[config.mk]
export PLATFORM = sky130hd
export DESIGN_NAME = encoder_seq_flat
export DESIGN_NICKNAME = d
export VERILOG_FILES = /design/src/rtl/encoder_pkg.sv /design/src/rtl/encoder_seq_if.sv /design/src/rtl/raster_counter.sv /design/src/rtl/encoder_seq.sv /design/src/flat_wrapper.sv
export SDC_FILE = /design/constraint.sdc
export NUM_CORES = 1
export LEC_CHECK = 0
export BUFFER_PORTS_ARGS = -buffer_cell sky130_fd_sc_hd__buf_2
export CORE_MARGIN = 3
export CORE_UTILIZATION = 50
export CTS_CLUSTER_DIAMETER = 40
export DETAILED_ROUTE_END_ITERATION = 12
export PLACE_DENSITY = 0.77
export SLEW_MARGIN = 5
export SYNTH_ARGS = -nofsm -noshare
export SYNTH_HDL_FRONTEND = slang
export SYNTH_SLANG_ARGS = --single-unit
[constraint.sdc]
create_clock -name clk -period 2.2 [get_ports clk]
set_input_delay 0.55 -clock clk [delete_from_list [all_inputs] [get_ports clk]]
set_output_delay 0.55 -clock clk [all_outputs]
set_load 0.01 [all_outputs]
[src/rtl/encoder_pkg.sv]
// rtl/encoder_pkg.sv - shared types and default dimensions for the encoder sequencer
// Purpose: sequencer state enum, default image geometry and trace watchdog limit.
// Ports: none (package).
package encoder_pkg;

  typedef enum logic [2:0] {
    ST_IDLE  = 3'd0,
    ST_LOAD  = 3'd1,
    ST_SCAN  = 3'd2,
    ST_SEED  = 3'd3,
    ST_TRACE = 3'd4,
    ST_DONE  = 3'd5
  } state_t;

  localparam int IMG_W_DEF   = 16;
  localparam int IMG_H_DEF   = 16;
  localparam int ADDR_W_DEF  = 8;
  localparam int TIMEOUT_DEF = 1023;

endpackage

[src/rtl/encoder_seq_if.sv]
// rtl/encoder_seq_if.sv - pixel stream, image RAM port and tracer handoff bundle
// Purpose: groups the sequencer's bus signals.
// Ports (master = sequencer side):
//   pix_valid/pix_data in, pix_ready out   binary pixel load stream
//   mem_addr/mem_we/mem_wdata out, mem_rdata in   image RAM, 1-cycle read latency
//   trc_start/trc_x/trc_y out   seed handoff to tracer
//   trc_addr/trc_done in   tracer read address and completion
interface encoder_seq_if
  import encoder_pkg::*;
#(
  parameter int ADDR_W = ADDR_W_DEF,
  parameter int X_W    = $clog2(IMG_W_DEF),
  parameter int Y_W    = $clog2(IMG_H_DEF)
);

  logic              pix_valid;
  logic              pix_data;
  logic              pix_ready;
  logic [ADDR_W-1:0] mem_addr;
  logic              mem_we;
  logic              mem_wdata;
  logic              mem_rdata;
  logic              trc_start;
  logic [X_W-1:0]    trc_x;
  logic [Y_W-1:0]    trc_y;
  logic [ADDR_W-1:0] trc_addr;
  logic              trc_done;

  modport master (
    input  pix_valid, pix_data, mem_rdata, trc_addr, trc_done,
    output pix_ready, mem_addr, mem_we, mem_wdata, trc_start, trc_x, trc_y
  );

  modport slave (
    output pix_valid, pix_data, mem_rdata, trc_addr, trc_done,
    input  pix_ready, mem_addr, mem_we, mem_wdata, trc_start, trc_x, trc_y
  );

endinterface

[src/rtl/raster_counter.sv]
// rtl/raster_counter.sv - raster address counter with x/y split and terminal flag
// Purpose: row-major pixel address counter shared by image load and scan.
// Ports:
//   clk, reset   clock, synchronous active-high reset
//   clr, inc     clear (wins over inc), increment (wraps to 0 after last)
//   count        full address; x = low X_W bits, y = remaining bits
//   last         count is the final pixel address
module raster_counter
  import encoder_pkg::*;
#(
  parameter int ADDR_W = ADDR_W_DEF,
  parameter int X_W    = $clog2(IMG_W_DEF)
) (
  input  logic                  clk,
  input  logic                  reset,
  input  logic                  clr,
  input  logic                  inc,
  output logic [ADDR_W-1:0]     count,
  output logic [X_W-1:0]        x,
  output logic [ADDR_W-X_W-1:0] y,
  output logic                  last
);

  logic [ADDR_W-1:0] count_q, count_d;

  always_comb begin
    count_d = count_q;
    if (clr) begin
      count_d = '0;
    end else if (inc) begin
      count_d = count_q + ADDR_W'(1);
    end
  end

  always_ff @(posedge clk) begin
    if (reset) begin
      count_q <= '0;
    end else begin
      count_q <= count_d;
    end
  end

  assign count = count_q;
  assign x     = count_q[X_W-1:0];
  assign y     = count_q[ADDR_W-1:X_W];
  assign last  = &count_q;

endmodule

[src/rtl/encoder_seq.sv]
// rtl/encoder_seq.sv - frame load / foreground scan / tracer seed sequencer
// Purpose: loads a binary frame into the image RAM, scans it row-major for the
//   first foreground pixel, hands that seed to the boundary tracer and lends it
//   the RAM port until the trace completes.
// Ports:
//   clk, reset            clock, synchronous active-high reset
//   start                 frame start pulse (honoured only in IDLE)
//   bus (master)          pixel stream, RAM port, tracer handoff
//   busy, done            not idle; one-cycle completion pulse
//   found, err            foreground seen; trace watchdog expired
// Option: ENCODER_SEQ_TIMEOUT_EN enables the TRACE watchdog (TIMEOUT cycles);
//   without it TRACE waits indefinitely and err is 0.
module encoder_seq
  import encoder_pkg::*;
#(
  parameter int IMG_W   = IMG_W_DEF,
  parameter int IMG_H   = IMG_H_DEF,
  parameter int ADDR_W  = ADDR_W_DEF,
  parameter int TIMEOUT = TIMEOUT_DEF
) (
  input  logic          clk,
  input  logic          reset,
  input  logic          start,
  encoder_seq_if.master bus,
  output logic          busy,
  output logic          done,
  output logic          found,
  output logic          err
);

  localparam int X_W = $clog2(IMG_W);
  localparam int Y_W = $clog2(IMG_H);

  if (ADDR_W != X_W + Y_W) begin : g_bad_addr_w
    $error("ADDR_W must equal log2(IMG_W*IMG_H)");
  end
  if (TIMEOUT < 1) begin : g_bad_timeout
    $error("TIMEOUT must be at least 1");
  end

  state_t         state_q, state_d;
  logic           found_q, found_d;
  logic [X_W-1:0] trc_x_q, trc_x_d;
  logic [Y_W-1:0] trc_y_q, trc_y_d;
  // Set once the first scan read is in flight; from then on the counter holds
  // the address whose data is arriving while address+1 is being issued.
  logic           primed_q, primed_d;

  logic              cnt_clr, cnt_inc, cnt_last;
  logic [ADDR_W-1:0] cnt;
  logic [X_W-1:0]    cnt_x;
  logic [Y_W-1:0]    cnt_y;

`ifdef ENCODER_SEQ_TIMEOUT_EN
  localparam int WD_W = $clog2(TIMEOUT + 1);
  logic            err_q, err_d;
  logic [WD_W-1:0] wd_q, wd_d;
`endif

  raster_counter #(.ADDR_W(ADDR_W), .X_W(X_W)) u_cnt (
    .clk   (clk),
    .reset (reset),
    .clr   (cnt_clr),
    .inc   (cnt_inc),
    .count (cnt),
    .x     (cnt_x),
    .y     (cnt_y),
    .last  (cnt_last)
  );

  always_ff @(posedge clk) begin
    if (reset) begin
      state_q  <= ST_IDLE;
      found_q  <= 1'b0;
      trc_x_q  <= '0;
      trc_y_q  <= '0;
      primed_q <= 1'b0;
`ifdef ENCODER_SEQ_TIMEOUT_EN
      err_q    <= 1'b0;
      wd_q     <= '0;
`endif
    end else begin
      state_q  <= state_d;
      found_q  <= found_d;
      trc_x_q  <= trc_x_d;
      trc_y_q  <= trc_y_d;
      primed_q <= primed_d;
`ifdef ENCODER_SEQ_TIMEOUT_EN
      err_q    <= err_d;
      wd_q     <= wd_d;
`endif
    end
  end

  always_comb begin
    state_d  = state_q;
    found_d  = found_q;
    trc_x_d  = trc_x_q;
    trc_y_d  = trc_y_q;
    primed_d = primed_q;
    cnt_clr  = 1'b0;
    cnt_inc  = 1'b0;
`ifdef ENCODER_SEQ_TIMEOUT_EN
    err_d    = err_q;
    wd_d     = '0;
`endif
    case (state_q)
      ST_IDLE: begin
        if (start) begin
          state_d = ST_LOAD;
          cnt_clr = 1'b1;
          found_d = 1'b0;
          trc_x_d = '0;
          trc_y_d = '0;
`ifdef ENCODER_SEQ_TIMEOUT_EN
          err_d   = 1'b0;
`endif
        end
      end
      ST_LOAD: begin
        primed_d = 1'b0;
        if (bus.pix_valid) begin
          cnt_inc = 1'b1;
          if (cnt_last) begin
            state_d = ST_SCAN;
            cnt_clr = 1'b1;
          end
        end
      end
      ST_SCAN: begin
        if (!primed_q) begin
          primed_d = 1'b1;
        end else if (bus.mem_rdata) begin
          found_d = 1'b1;
          trc_x_d = cnt_x;
          trc_y_d = cnt_y;
          state_d = ST_SEED;
        end else if (cnt_last) begin
          state_d = ST_DONE;
        end else begin
          cnt_inc = 1'b1;
        end
      end
      ST_SEED: begin
        state_d = ST_TRACE;
      end
      ST_TRACE: begin
`ifdef ENCODER_SEQ_TIMEOUT_EN
        wd_d = wd_q + WD_W'(1);
        if (bus.trc_done) begin
          state_d = ST_DONE;
        end else if (wd_q == WD_W'(TIMEOUT - 1)) begin
          err_d   = 1'b1;
          found_d = 1'b1;
          state_d = ST_DONE;
        end
`else
        if (bus.trc_done) begin
          state_d = ST_DONE;
        end
`endif
      end
      ST_DONE: begin
        state_d = ST_IDLE;
      end
      default: begin
        state_d = ST_IDLE;
      end
    endcase
  end

  logic              pix_ready_c, mem_we_c, mem_wdata_c;
  logic [ADDR_W-1:0] mem_addr_c;

  always_comb begin
    pix_ready_c = (state_q == ST_LOAD);
    mem_we_c    = (state_q == ST_LOAD) && bus.pix_valid;
    mem_wdata_c = mem_we_c && bus.pix_data;
    mem_addr_c  = '0;
    case (state_q)
      ST_LOAD:  mem_addr_c = cnt;
      ST_SCAN:  mem_addr_c = primed_q ? cnt + ADDR_W'(1) : cnt;
      ST_TRACE: mem_addr_c = bus.trc_addr;
      default:  mem_addr_c = '0;
    endcase
  end

  assign bus.pix_ready = pix_ready_c;
  assign bus.mem_we    = mem_we_c;
  assign bus.mem_wdata = mem_wdata_c;
  assign bus.mem_addr  = mem_addr_c;
  assign bus.trc_start = (state_q == ST_SEED);
  assign bus.trc_x     = trc_x_q;
  assign bus.trc_y     = trc_y_q;
  assign busy          = (state_q != ST_IDLE);
  assign done          = (state_q == ST_DONE);
  assign found         = found_q;
`ifdef ENCODER_SEQ_TIMEOUT_EN
  assign err           = err_q;
`else
  assign err           = 1'b0;
`endif

endmodule
[src/flat_wrapper.sv]
// flat-port wrapper written by rule: the top's interface ports become plain ports
module encoder_seq_flat import encoder_pkg::*;
#(
  parameter int IMG_W   = IMG_W_DEF,
  parameter int IMG_H   = IMG_H_DEF,
  parameter int ADDR_W  = ADDR_W_DEF,
  parameter int TIMEOUT = TIMEOUT_DEF
)
  (clk, reset, start, busy, done, found, err, bus_pix_valid, bus_pix_data, bus_mem_rdata, bus_trc_addr, bus_trc_done, bus_pix_ready, bus_mem_addr, bus_mem_we, bus_mem_wdata, bus_trc_start, bus_trc_x, bus_trc_y);
  encoder_seq_if #(.ADDR_W(ADDR_W)) bus_i ();
  input  logic clk;
  input  logic reset;
  input  logic start;
  output logic busy;
  output logic done;
  output logic found;
  output logic err;
  input wire logic [$bits(bus_i.pix_valid)-1:0] bus_pix_valid;
  input wire logic [$bits(bus_i.pix_data)-1:0] bus_pix_data;
  input wire logic [$bits(bus_i.mem_rdata)-1:0] bus_mem_rdata;
  input wire logic [$bits(bus_i.trc_addr)-1:0] bus_trc_addr;
  input wire logic [$bits(bus_i.trc_done)-1:0] bus_trc_done;
  output wire logic [$bits(bus_i.pix_ready)-1:0] bus_pix_ready;
  output wire logic [$bits(bus_i.mem_addr)-1:0] bus_mem_addr;
  output wire logic [$bits(bus_i.mem_we)-1:0] bus_mem_we;
  output wire logic [$bits(bus_i.mem_wdata)-1:0] bus_mem_wdata;
  output wire logic [$bits(bus_i.trc_start)-1:0] bus_trc_start;
  output wire logic [$bits(bus_i.trc_x)-1:0] bus_trc_x;
  output wire logic [$bits(bus_i.trc_y)-1:0] bus_trc_y;
  assign bus_i.pix_valid = bus_pix_valid;
  assign bus_i.pix_data = bus_pix_data;
  assign bus_i.mem_rdata = bus_mem_rdata;
  assign bus_i.trc_addr = bus_trc_addr;
  assign bus_i.trc_done = bus_trc_done;
  assign bus_pix_ready = bus_i.pix_ready;
  assign bus_mem_addr = bus_i.mem_addr;
  assign bus_mem_we = bus_i.mem_we;
  assign bus_mem_wdata = bus_i.mem_wdata;
  assign bus_trc_start = bus_i.trc_start;
  assign bus_trc_x = bus_i.trc_x;
  assign bus_trc_y = bus_i.trc_y;
  encoder_seq #(.IMG_W(IMG_W), .IMG_H(IMG_H), .ADDR_W(ADDR_W), .TIMEOUT(TIMEOUT)) u_core (.clk(clk), .reset(reset), .start(start), .bus(bus_i), .busy(busy), .done(done), .found(found), .err(err));
endmodule
## Word level (Yosys, flattened, before mapping)

Index checks and enable logic that the tools add are counted.
Widths: inputs -> output; s select.

- Bits in registers: 21
- Output and inout port bits: 24
- Input bits: 15
- Logic and storage cells: 60

- Reductions and logical operators: 10
- Muxes and demuxes: 31
- $add $sub $neg: 1
- Equal/unequal tests: 12

Operators by type and width:

| operator | count |
|---|---|
| $pmux 8 s3 | 1 |
| $mux 3 | 7 |
| $mux 4 | 5 |
| $pmux 4 s2 | 2 |
| $pmux 3 s5 | 1 |
| $mux 1 | 10 |
| $add 8x1->8 const B | 1 |
| $mux 8 | 1 |
| $ne 2x2->1 const B | 4 |
| $pmux 1 s2 | 4 |
| $reduce_and 8->1 | 1 |
| $eq 3x2->1 const B | 2 |
| $eq 3x3->1 const B | 2 |
| $reduce_and 6->1 | 1 |
| $ne 2x1->1 const B | 2 |
| $reduce_and 4->1 | 1 |
| $reduce_bool 2->1 | 2 |
| $eq 3x1->1 const B | 1 |
| $logic_not 3->1 | 1 |
| $ne 3x2->1 const B | 1 |
| $reduce_bool 3->1 | 1 |
| $logic_and 1x1->1 | 2 |
| $reduce_or 2->1 | 1 |

## Logic depth before layout (Yosys ltp)

- Word-level depth: 5
- Gate-level depth with buffers: 8
- Mapped depth without buffers: 6

## Modules after synthesis

Synthesis repeated with hierarchy kept, for this count alone.

- Cells, all modules: 183
- Area total of the unflattened synthesis: 1423.9 µm²

Modules (own cells, without submodules):

| module | seq. area each (µm²) | area each (µm²) | times used | cells an instance |
|---|---|---|---|---|
| encoder_seq | 260.2 | 1009.7 | 1 | 135 |
| raster_counter | 160.2 | 414.1 | 1 | 48 |

## Worst setup path after synthesis

No wires, ideal clock.

- Path type: flip-flop to output port
- Start point: register u_core.u_cnt.count_q[0], in the netlist u_core.u_cnt.count[0]
- End point: output bus_mem_addr[6]
- Stages on the path, launching flop included: 5
- Required time: 1.650 ns
- Arrival time: 1.582 ns
- Path slack: 0.068 ns
- Buffers on the path: 0
- Path through: dfxtp_1 > ha_1 > and4_1 > nand2_1 > o311ai_0

- Word-level cells in the longest chain between the ends: 3

RTL lines:

| element | RTL line | text |
|---|---|---|
| from (decl) | raster_counter.sv:24 | `logic [ADDR_W-1:0] count_q, count_d;` |
| from (signal assigned) | raster_counter.sv:39 | `count_q <= count_d;` |
| $add 8x1->8 | encoder_seq.sv:182 | `ST_SCAN: mem_addr_c = primed_q ? cnt + ADDR_W'(1) : cnt;` |
| $mux 8 | encoder_seq.sv:182 |  |
| $pmux 8 s3 | encoder_seq.sv:180 | `case (state_q)` |
| to (decl) | flat_wrapper.sv:24 | `output wire logic [$bits(bus_i.mem_addr)-1:0] bus_mem_addr;` |

No other way between the ends.

## Final worst setup path

- Start point: register u_core.state_q[1]
- End point: output bus_mem_addr[3]

- Word-level cells in the longest chain between the ends: 2
- Elaborated cells on any way between the ends: 4
- Those cells by class: eq/ne: 3; mux: 1

RTL lines:

| element | RTL line | text |
|---|---|---|
| from (decl) | encoder_seq.sv:41 | `state_t state_q, state_d;` |
| from (signal assigned) | encoder_seq.sv:83 | `state_q <= state_d;` |
| $eq 3x3->1 (tied with other cells) | encoder_seq.sv:180 |  |
| $pmux 8 s3 * | encoder_seq.sv:180 |  |

Every way passes the cells marked *; elsewhere a longest branch is shown, timed or not.

==> flow_summary.ini <==
[status]
status = complete, but fails checks
violations = negative setup slack

[synthesis]
post_synth_num_cell_types = 55
synth_ff_type = dfxtp_1
async_flop_share = 0
synth_area_leader_cell = dfxtp_1
synthTopCellsByCount = dfxtp_1 (21), nand2_1 (19), a21oi_1 (12), nor2_1 (11), o21ai_0 (10)
ys_ff_latch = 21
synth_edf_count = 0
synth_cells = 172
synth_most_common_cell = dfxtp_1
synth_area_leaders = dfxtp_1 (30%), mux2i_1 (5.6%), nand2_1 (5.0%), a22oi_1 (4.8%), a21oi_1 (4.2%)
netlist_area_um2 = 1420
synth.avg_cell_area_um2 = 8.26
synth_top_area_frac = 0.296
syn_nets = 188
yosysWarnings = 0
yosysSeqAreaShare = 0.296

[critical_path]
cp_cell_sequence = buf_6 -> nor2b_4 -> o21bai_1 -> nand2_1 -> a221o_1 -> buf_2
arrival_ns = 1.69
end_kind = output pin
cpMaxStageDelayCell = dfxtp_4
critPathMaxStageDelay_ns = 0.39
path_class = flop to output pin
critical_path_required_ns = 1.65
worstPathMaxFanout = 6
path_delay_family = compound AO/OA/AOI/OAI gates
start_kind = flop
critPathBufInv = 2

[pwr]
peakVddDrop_mv = 0.453
power.density_nw_per_um2 = 489
p_leak_nw = 0.777

[floorplanning]
rows = 18
initial_core_util = 0.549
die_x_um = 59.3
die_area_um2 = 3520
fp.coreArea_um2 = 2590
dieHeight_um = 59.3
io_pins = 39

[min_path]
hold_class = flop to flop

[timing]
fmax_mhz = 446
min_period_ns = 2.24
setup_ws_ns = -0.0415
tightest_slew_ns = 0.639
period_share = 1.02
rsz0062_at_grt = yes
hold_viol_final = 0
fin_skew_ns = 0.00311
slew_headroom = 0.572
setup_violations = 4
maxSlewViolCount = 0

[route]
drc = 0
viasPerCell = 6.13
vias = 1514
drt_wl_total_um = 4180
dr.first_iter.drc_count = 113
routedWlPerCell_um = 16.9
ant_nets = 0
drt_first_pass_iters = 6

[clock_tree]
cts_tree = built
path_clk_slew_ns = 0.12
cts_sinks = 21
ctsHtreeMaxLevel = 1
clkLatencyLatePin_ns = 0.30
cts_buffers = 3
cts_max_path_buffers = 2
root_buffer = clkbuf_4

[global_route]
overflow = 0
grt_max_degree = 14
antenna_found_initial = 0
grt_usage = 0.232
grt_pass1_vias = 1365
grt_pass1_wl_um = 6300

[finish]
area_growth_pct = 29.1
layout-drive-gt1-share = 0.424
diodes = 0
final_net_count = 234
fillers = 206
design_area_um2 = 1840

[place]
dpl-instance-area_um2 = 1630
portBuffers = 37
gp_congestion = 0.946
place_ws_ns = 0.154
hpwl_um = 2720

[job]
drv_cap = 0
==> registers in the layout, indices dropped and copies added (netlist names) <==
register,count
u_core.u_cnt.count,8
u_core.bus.trc_x,4
u_core.bus.trc_y,4
u_core.state_q,3
u_core.found,1
u_core.primed_q,1
==> placed cells by master, fill, tap and decap left out, types with 3 or more instances in the layout <==
cell,instances
a21oi_1,11
a221o_1,3
a22oi_1,9
buf_2,37
buf_4,12
buf_6,4
clkbuf_4,3
dfxtp_1,13
dfxtp_2,3
dfxtp_4,5
inv_1,4
mux2i_1,8
nand2_1,17
nand2b_1,4
nor2_1,11
nor3_1,3
o21ai_0,8
o21ai_1,4
==> worst paths after layout <==
check,start,slack (ns),endpoint,cells after the start
worst max register to register,u_core.state_q[0],0.33,u_core.u_cnt.count[7],9
worst min-delay path,u_core.found,0.51,u_core.found,2
worst min register to register,u_core.found,0.51,u_core.found,2
worst max-delay path,u_core.state_q[1],-0.04,bus_mem_addr[3],6
==> worst reg2reg max path: stages, from the launching register on <==
cell	delay (ns)
dfxtp_4	0.40
buf_8	0.14
nor3b_4	0.16
nand2_4	0.10
inv_4	0.05
buf_4	0.15
a311oi_4	0.40
buf_4	0.22
nand2b_1	0.06
mux2i_1	0.13
==> kinds of logic after synthesis <==
group           Yosys count  share of synthesized area
simple gates             67                      0.284
compound gates           53                      0.269
flops                    21                      0.296
buf+inv                  20                     0.0766
mux                       8                     0.0563
fa+ha+maj                 1                    0.00880
other cells               1                    0.00264
xor+xnor                  1                    0.00616
==> per-stage QoR <==
| step | setup TNS [ns] | hold WS, ns | instances | utilization | power (mW) |
|---|---|---|---|---|---|
| floorplan | 0 | 0.483 | 172 | - | 0.590 |
| global placement | 0 | 0.474 | 234 | 0.629 | 0.648 |
| detailed placement | 0 | 0.478 | 234 | 0.629 | 0.657 |
| CTS | -0.00106 | 0.514 | 241 | 0.665 | 0.863 |
| global route | -0.581 | 0.554 | 247 | 0.709 | 0.946 |
| finish | -0.123 | 0.509 | 247 | 0.709 | 0.897 |
==> repair_timing <==
action	4_1_cts	5_1_grt
resized for setup	23	20
buffers inserted	3	6
setup endpoints to repair	9	8
hold buffers	0	0
pin swaps	1	7
==> cell type report <==
cell class,instances,area [µm²],area share
Clock inverter,1,5.00,0.00273
Timing Repair Buffer,55,340,0.185
Sequential cell,21,443,0.241
Tap cell,30,37.5,0.0204
Clock buffer,3,22.5,0.0123
Inverter,6,25.0,0.0136
Multi-Input combinational cell,131,962,0.524
==> layer usage <==
layer / wire, µm / share of wire / global-route usage / up-vias
met5: 0 / 0 / 0 / -
met4: 112 / 0.027 / 0.0874 / 0
met3: 381 / 0.091 / 0.0261 / 16
met2: 1940 / 0.46 / 0.381 / 90
met1: 1740 / 0.42 / 0.310 / 689
li1: - / - / - / 719
==> report_power, final <==
part	total, mW	internal, mW	switching, mW
sequential	0.410	0.390	0.0198
clock	0.188	0.0678	0.120
combinational	0.299	0.139	0.161
(Power assumes the default switching activity.)
